--- config.mk ---
export PLATFORM = sky130hd
export DESIGN_NAME = uart_tx_serializer_flat
export DESIGN_NICKNAME = d
export VERILOG_FILES = /design/src/rtl/uart_tx_serializer_if.sv /design/src/rtl/uart_tx_serializer.sv /design/src/flat_wrapper.sv
export SDC_FILE = /design/constraint.sdc
export NUM_CORES = 1
export LEC_CHECK = 0
export CORE_MARGIN = 8
export CORE_UTILIZATION = 34
export CTS_BUF_LIST = sky130_fd_sc_hd__clkbuf_4 sky130_fd_sc_hd__clkbuf_8
export DETAILED_ROUTE_END_ITERATION = 16
export PLACE_DENSITY_LB_ADDON = 0.05
export SLEW_MARGIN = 20
export SYNTH_ARGS = -nofsm -noshare
export SYNTH_HDL_FRONTEND = slang
export SYNTH_SLANG_ARGS = --single-unit
--- constraint.sdc ---
create_clock -name clk_i -period 5.9 [get_ports clk_i]
set_input_delay 0.885 -clock clk_i [delete_from_list [all_inputs] [get_ports clk_i]]
set_output_delay 0.885 -clock clk_i [all_outputs]
set_load 0.02 [all_outputs]
--- src/rtl/uart_tx_serializer_if.sv ---
// Read-side handshake of the transmit FIFO as seen by the UART serializer.
// master = FIFO side (drives head entry and not-empty), slave = serializer (drives the pop strobe).
interface uart_tx_serializer_if #(
    parameter int unsigned DATA_WIDTH = 8
);
    logic                  fifo_not_empty_i;
    logic [DATA_WIDTH-1:0] fifo_rd_data_i;
    logic                  fifo_rd_en_o;

    modport master (
        output fifo_not_empty_i,
        output fifo_rd_data_i,
        input  fifo_rd_en_o
    );

    modport slave (
        input  fifo_not_empty_i,
        input  fifo_rd_data_i,
        output fifo_rd_en_o
    );
endinterface

--- src/rtl/uart_tx_serializer.sv ---
// UART transmit serializer: pops one FIFO entry per frame and shifts it out LSB first.
// Optional even-parity bit between data and stop bits when UART_TX_PARITY_EN is defined.
module uart_tx_serializer #(
    parameter int unsigned DATA_WIDTH = 8,
    parameter int unsigned DIV_WIDTH  = 16,
    parameter int unsigned STOP_BITS  = 1
) (
    input  logic                 clk_i,
    input  logic                 rst_i,
    uart_tx_serializer_if.slave  fifo,
    input  logic [DIV_WIDTH-1:0] baud_div_i,
    output logic                 tx_o,
    output logic                 busy_o
);

    localparam int unsigned      CNT_W     = (DATA_WIDTH > 1) ? $clog2(DATA_WIDTH) : 1;
    localparam logic [CNT_W-1:0] LAST_DATA = CNT_W'(DATA_WIDTH - 1);
    localparam logic [CNT_W-1:0] LAST_STOP = CNT_W'(STOP_BITS - 1);

`ifdef UART_TX_PARITY_EN
    typedef enum logic [2:0] {S_IDLE, S_START, S_DATA, S_PARITY, S_STOP} state_t;
`else
    typedef enum logic [2:0] {S_IDLE, S_START, S_DATA, S_STOP} state_t;
`endif

    state_t                r_state,    w_state_nx;
    logic [DATA_WIDTH-1:0] r_shift,    w_shift_nx;
    logic [DIV_WIDTH-1:0]  r_div,      w_div_nx;
    logic [DIV_WIDTH-1:0]  r_baud_cnt, w_baud_cnt_nx;
    logic [CNT_W-1:0]      r_bit_cnt,  w_bit_cnt_nx;
    logic                  r_tx,       w_tx_nx;
    logic                  r_busy,     w_busy_nx;
`ifdef UART_TX_PARITY_EN
    logic                  r_parity,   w_parity_nx;
`endif

    logic w_bit_end;
    logic w_last_stop;
    logic w_pop;

    // Bit period ends when the down-counter hits zero; pops happen only at frame boundaries.
    assign w_bit_end   = (r_baud_cnt == '0);
    assign w_last_stop = (r_state == S_STOP) && w_bit_end && (r_bit_cnt == LAST_STOP);
    assign w_pop       = rst_i && fifo.fifo_not_empty_i && ((r_state == S_IDLE) || w_last_stop);

    assign fifo.fifo_rd_en_o = w_pop;
    assign tx_o              = r_tx;
    assign busy_o            = r_busy;

    always_ff @(posedge clk_i or negedge rst_i) begin
        if (!rst_i) begin
            r_state    <= S_IDLE;
            r_shift    <= '0;
            r_div      <= '0;
            r_baud_cnt <= '0;
            r_bit_cnt  <= '0;
            r_tx       <= 1'b1;
            r_busy     <= 1'b0;
`ifdef UART_TX_PARITY_EN
            r_parity   <= 1'b0;
`endif
        end else begin
            r_state    <= w_state_nx;
            r_shift    <= w_shift_nx;
            r_div      <= w_div_nx;
            r_baud_cnt <= w_baud_cnt_nx;
            r_bit_cnt  <= w_bit_cnt_nx;
            r_tx       <= w_tx_nx;
            r_busy     <= w_busy_nx;
`ifdef UART_TX_PARITY_EN
            r_parity   <= w_parity_nx;
`endif
        end
    end

    always_comb begin
        w_state_nx    = r_state;
        w_shift_nx    = r_shift;
        w_div_nx      = r_div;
        w_baud_cnt_nx = r_baud_cnt;
        w_bit_cnt_nx  = r_bit_cnt;
        w_tx_nx       = r_tx;
        w_busy_nx     = r_busy;
`ifdef UART_TX_PARITY_EN
        w_parity_nx   = r_parity;
`endif

        if (!w_bit_end) begin
            w_baud_cnt_nx = r_baud_cnt - DIV_WIDTH'(1);
        end

        unique case (r_state)
            S_IDLE: begin
                w_tx_nx   = 1'b1;
                w_busy_nx = 1'b0;
            end
            S_START: begin
                if (w_bit_end) begin
                    w_state_nx    = S_DATA;
                    w_tx_nx       = r_shift[0];
                    w_shift_nx    = r_shift >> 1;
                    w_bit_cnt_nx  = '0;
                    w_baud_cnt_nx = r_div;
                end
            end
            S_DATA: begin
                if (w_bit_end) begin
                    w_baud_cnt_nx = r_div;
                    if (r_bit_cnt == LAST_DATA) begin
                        w_bit_cnt_nx = '0;
`ifdef UART_TX_PARITY_EN
                        w_state_nx   = S_PARITY;
                        w_tx_nx      = r_parity;
`else
                        w_state_nx   = S_STOP;
                        w_tx_nx      = 1'b1;
`endif
                    end else begin
                        w_bit_cnt_nx = r_bit_cnt + CNT_W'(1);
                        w_tx_nx      = r_shift[0];
                        w_shift_nx   = r_shift >> 1;
                    end
                end
            end
`ifdef UART_TX_PARITY_EN
            S_PARITY: begin
                if (w_bit_end) begin
                    w_state_nx    = S_STOP;
                    w_tx_nx       = 1'b1;
                    w_bit_cnt_nx  = '0;
                    w_baud_cnt_nx = r_div;
                end
            end
`endif
            S_STOP: begin
                if (w_bit_end) begin
                    if (r_bit_cnt == LAST_STOP) begin
                        w_state_nx = S_IDLE;
                        w_tx_nx    = 1'b1;
                        w_busy_nx  = 1'b0;
                    end else begin
                        w_bit_cnt_nx  = r_bit_cnt + CNT_W'(1);
                        w_baud_cnt_nx = r_div;
                    end
                end
            end
            default: begin
                w_state_nx = S_IDLE;
            end
        endcase

        // A pop overrides the frame-end path so the next start bit follows with no gap.
        if (w_pop) begin
            w_state_nx    = S_START;
            w_tx_nx       = 1'b0;
            w_busy_nx     = 1'b1;
            w_shift_nx    = fifo.fifo_rd_data_i;
            w_div_nx      = baud_div_i;
            w_baud_cnt_nx = baud_div_i;
            w_bit_cnt_nx  = '0;
`ifdef UART_TX_PARITY_EN
            w_parity_nx   = ^fifo.fifo_rd_data_i;
`endif
        end
    end

endmodule

--- src/flat_wrapper.sv ---
// flat-port wrapper written by rule: the top's interface ports become plain ports
module uart_tx_serializer_flat 
#(
    parameter int unsigned DATA_WIDTH = 8,
    parameter int unsigned DIV_WIDTH  = 16,
    parameter int unsigned STOP_BITS  = 1
)
  (clk_i, rst_i, baud_div_i, tx_o, busy_o, fifo_fifo_not_empty_i, fifo_fifo_rd_data_i, fifo_fifo_rd_en_o);
  uart_tx_serializer_if #(.DATA_WIDTH(DATA_WIDTH)) fifo_i ();
  input  logic clk_i;
  input  logic rst_i;
  input  logic [DIV_WIDTH-1:0] baud_div_i;
  output logic tx_o;
  output logic busy_o;
  input wire logic [$bits(fifo_i.fifo_not_empty_i)-1:0] fifo_fifo_not_empty_i;
  input wire logic [$bits(fifo_i.fifo_rd_data_i)-1:0] fifo_fifo_rd_data_i;
  output wire logic [$bits(fifo_i.fifo_rd_en_o)-1:0] fifo_fifo_rd_en_o;
  assign fifo_i.fifo_not_empty_i = fifo_fifo_not_empty_i;
  assign fifo_i.fifo_rd_data_i = fifo_fifo_rd_data_i;
  assign fifo_fifo_rd_en_o = fifo_i.fifo_rd_en_o;
  uart_tx_serializer #(.DATA_WIDTH(DATA_WIDTH), .DIV_WIDTH(DIV_WIDTH), .STOP_BITS(STOP_BITS)) u_core (.clk_i(clk_i), .rst_i(rst_i), .fifo(fifo_i), .baud_div_i(baud_div_i), .tx_o(tx_o), .busy_o(busy_o));
endmodule
==> results.sh <==
export IMPL_fillers=903
export IMPL_worst_slew_pin_slew_ns=0.8885
export IMPL_tritoncts="done"
export IMPL_grt_use_total_pct=15.00
export IMPL_async_flop_share_pct=100.0
export IMPL_yosys_area_top_type="dfrtp_1"
export IMPL_cts_repair_resized=0
export IMPL_r2r_end="u_core.r_baud_cnt[0]$_DFF_PN0_"
export IMPL_drtIter0Drc=134
export IMPL_place_congestion=0.8300
export IMPL_power_frac_clock_pct=41.7
export IMPL_portBuffers=29
export IMPL_skew_ns=0.007705
export IMPL_synth_fp_nets=388
export IMPL_syn_area_per_cell_sq_um=8.489
export IMPL_cp_depth=7
export IMPL_critPathRequiredTime_ns=5.02
export IMPL_arrival_ns=3.65
export IMPL_maxSlewHeadroom_pct=40.22
export IMPL_pin_count=30
export IMPL_finalCriticalPeriod_ns=4.536
export IMPL_maxSlewViolCount=0
export IMPL_fin_crit_sh_pct=76.88
export IMPL_clock_latency_ns=0.31
export IMPL_path_clk_slew_ns=0.09
export IMPL_core_sq_um=8636
export IMPL_drc=0
export IMPL_nets=411
export IMPL_power_switching_uw=139.0
export IMPL_vdd_drop_max_mv=0.07878
export IMPL_dp_hpwl_microns=5847
export IMPL_h_tree_depth=2
export IMPL_dieArea_sq_um=12070
export IMPL_hold_path_class="register to register"
export IMPL_power_frac_seq_pct=53.0
export IMPL_ys_flop_type="dfrtp_1"
export IMPL_cts_num_sinks=47
export IMPL_hold_viol_final=0
export IMPL_crit_top_cell="inv_1"
export IMPL_cpMaxStageDelayCell="ha_1"
export IMPL_syn_inst=353
export IMPL_num_vias=2666
export IMPL_root_buffer="clkbuf_8"
export IMPL_die_w_microns=109.9
export IMPL_end_kind="output pin"
export IMPL_path_cells="inv_1, ha_1, inv_1, a21oi_2, o21ai_2, inv_4, clkdlybuf4s50_1"
export IMPL_p_leak_uw=0.001408
export IMPL_ant_nets=0
export IMPL_cpLargestDelayFamily="buffers and inverters"
export IMPL_holdBufCountCts=0
export IMPL_netlist_area_sq_um=2997
export IMPL_numCtsBuffers=5
export IMPL_setup_viol=0
export IMPL_rsz0062_at_grt="no"
export IMPL_timing_fmax_ghz=0.2205
export IMPL_drt_wl_total_microns=8525
export IMPL_pwr_density_cell_nw_per_um2=179.3
export IMPL_fp_row_count=34
export IMPL_synth_edf_count=0
export IMPL_p_comb_share_pct=5.3
export IMPL_ys_seq_area_share_pct=39.29
export IMPL_drv_cap=0
export IMPL_initial_core_util_pct=34.70
export IMPL_wl_per_cell_microns=17.58
export IMPL_cpPeakStageDelay_ns=0.74
export IMPL_cts_setup_buffers=0
export IMPL_yosysUniqueCellTypes=63
export IMPL_drive_above_1_share_pct=8.223
export IMPL_insertedDiodeCount=0
export IMPL_setup_tns_ns=0
export IMPL_dp_slack_ns=1.739
export IMPL_vias_per_cell=5.497
export IMPL_die_h_microns=109.9
export IMPL_synth_area_leaders="dfrtp_1 (38%), nand2_1 (11%), mux2i_1 (4.3%), ha_1 (3.3%), nor2_1 (3.1%)"
export IMPL_setup_slack_ns=1.364
export IMPL_r2r_slack_ns=2.60
export IMPL_endpoint="fifo_fifo_rd_en_o"
export IMPL_startpoint="u_core.r_state[0]$_DFFE_PN0P_"
export IMPL_p_sw_share_pct=22.40
export IMPL_synth_top_area_share_pct=38.41
export IMPL_criticalPathCategory="register to output pin"
export IMPL_crit_buf_inv=4
export IMPL_antenna_found_initial=0
export IMPL_grt_overflow=0
export IMPL_cp_start_kind="register"
export IMPL_outcome="complete, no violations"
export IMPL_grt_first_pass_wirelength_microns=14080
export IMPL_worstReg2RegStart="u_core.r_state[0]$_DFFE_PN0P_"
export IMPL_ys_ff_latch=47
export IMPL_syn2layout_area_growth_pct=15.49
export IMPL_p_int_uw=481.5
export IMPL_path_max_fanout=37
export IMPL_grt_pass1_vias=2714
export IMPL_yosys_warnings=0
export IMPL_grt_max_degree=48
export IMPL_reg2reg_depth=9
export IMPL_dr_pass1_iters=4
export IMPL_cts_buffer_depth=2
## registers in the layout, summed over array words and instances, names as in the netlist
name	count
u_core.busy_o	1
u_core.r_baud_cnt	16
u_core.r_bit_cnt	3
u_core.r_div	16
u_core.r_shift	8
u_core.r_state	2
u_core.tx_o	1
## routing by layer
metal / part of all wire, % / vias up / track usage, %
met5: 0 / - / 0
met4: 1.3 / 0 / 3.472
met1: 47 / 1286 / 19.93
met3: 4.8 / 11 / 3.224
li1: - / 1311 / -
met2: 47 / 58 / 24.27
## how the worst min path moves through the flow
stage	from	end	slack, ns	cells after the start
2_1_floorplan	u_core.r_div[6]$_DFFE_PN0P_	u_core.r_div[6]$_DFFE_PN0P_	0.44	2
3_3_place_gp	u_core.r_div[8]$_DFFE_PN0P_	u_core.r_div[8]$_DFFE_PN0P_	0.46	2
3_5_place_dp	u_core.r_div[8]$_DFFE_PN0P_	u_core.r_div[8]$_DFFE_PN0P_	0.47	2
4_1_cts	u_core.r_div[8]$_DFFE_PN0P_	u_core.r_div[8]$_DFFE_PN0P_	0.49	2
5_1_grt	u_core.r_div[12]$_DFFE_PN0P_	u_core.r_div[12]$_DFFE_PN0P_	0.51	2
6_report	u_core.r_div[12]$_DFFE_PN0P_	u_core.r_div[12]$_DFFE_PN0P_	0.49	2
## worst reg2reg max path: cells and delay by family, from the launching register on
kind                     cells  cell delay (ns)
buffers and inverters        3             0.85
flip-flops                   1             0.43
AO/OA/AOI/OAI                4             1.02
AND/OR/NAND/NOR              1             0.15
adder cells (fa/ha/maj)      1             0.74
## layout make-up
| class | instances | area, sq um | share of cell area, % |
|---|---|---|---|
| Multi-Input combinational cell | 278 | 1675 | 48.41 |
| Sequential cell | 47 | 1177 | 34.02 |
| Timing Repair Buffer | 32 | 307.8 | 8.894 |
| Tap cell | 108 | 135.1 | 3.905 |
| Clock buffer | 6 | 82.58 | 2.386 |
| Inverter | 12 | 47.55 | 1.374 |
| Clock inverter | 2 | 35.03 | 1.012 |
## metrics by stage
stage | power, uW | utilization [%] | cells | cell area, sq um | hold WS, ns
final | 620.5 | 40.08 | 485 | 3461 | 0.4930
after global routing | 648.2 | 40.08 | 485 | 3461 | 0.5074
after detailed placement | 368.9 | 38.71 | 477 | 3343 | 0.4709
after global placement | 369.2 | 38.71 | 477 | 3343 | 0.4610
after CTS | 630.3 | 40.08 | 485 | 3461 | 0.4920
after floorplan | 341.0 | - | 353 | 2997 | 0.4362
## cells by family (layout without fill, tap and decap cells)
logic type	Yosys count	in the layout	synth area share [%]
multiplexers	16	16	5.469
flip-flops	47	47	39.29
adder cells (fa/ha/maj)	8	8	3.340
AND/OR/NAND/NOR	160	160	25.26
AO/OA/AOI/OAI	89	89	20.38
buffers and inverters	28	52	4.802
XOR/XNOR	5	5	1.461
## placed cells by master (no fill, tap or decap), types with 3 or more instances in the layout
master / synthesis / routed
nand2_1: 84 / 84
dfrtp_1: 46 / 46
clkdlybuf4s50_1: 0 / 28
nor2_1: 25 / 25
a21oi_1: 16 / 16
o21ai_0: 15 / 15
mux2i_1: 13 / 13
nor3_1: 12 / 12
inv_1: 11 / 11
o21ai_1: 11 / 11
nand3_1: 11 / 11
ha_1: 8 / 8
nor2b_1: 6 / 6
o211ai_1: 6 / 6
clkbuf_8: 0 / 6
nor4_1: 4 / 4
xnor2_1: 4 / 4
o31ai_1: 4 / 4
nand4_1: 3 / 3
mux2_2: 3 / 3
a31oi_1: 3 / 3
a41oi_1: 3 / 3
buf_4: 0 / 3
## synthesized netlist by cell type (all sizes together) (2+ instances only)
cell and n:
a211o 2, a211oi 2, a21o 2, a21oi 17, a221oi 2, a31oi 4
a41oi 3, and3 2, buf 11, clkbuf 5, dfrtp 46, ha 8
inv 12, mux2 3, mux2i 13, nand2 84, nand2b 2, nand3 11
nand3b 2, nand4 4, nor2 25, nor2b 6, nor3 12, nor3b 2
nor4 6, o211ai 7, o21ai 28, o311ai 2, o31ai 6, or2 2
xnor2 4
## power by group through the flow
stage / combinational [uW] / sequential (uW) / clock, uW
finish: 32.9 / 329 / 259
global route: 36.5 / 329 / 282
CTS: 34.1 / 329 / 267
detailed placement: 33.8 / 335 / 0
global placement: 34.1 / 335 / 0
floorplan: 7.08 / 334 / 0
No activity file was read; power rests on OpenSTA's default activity.
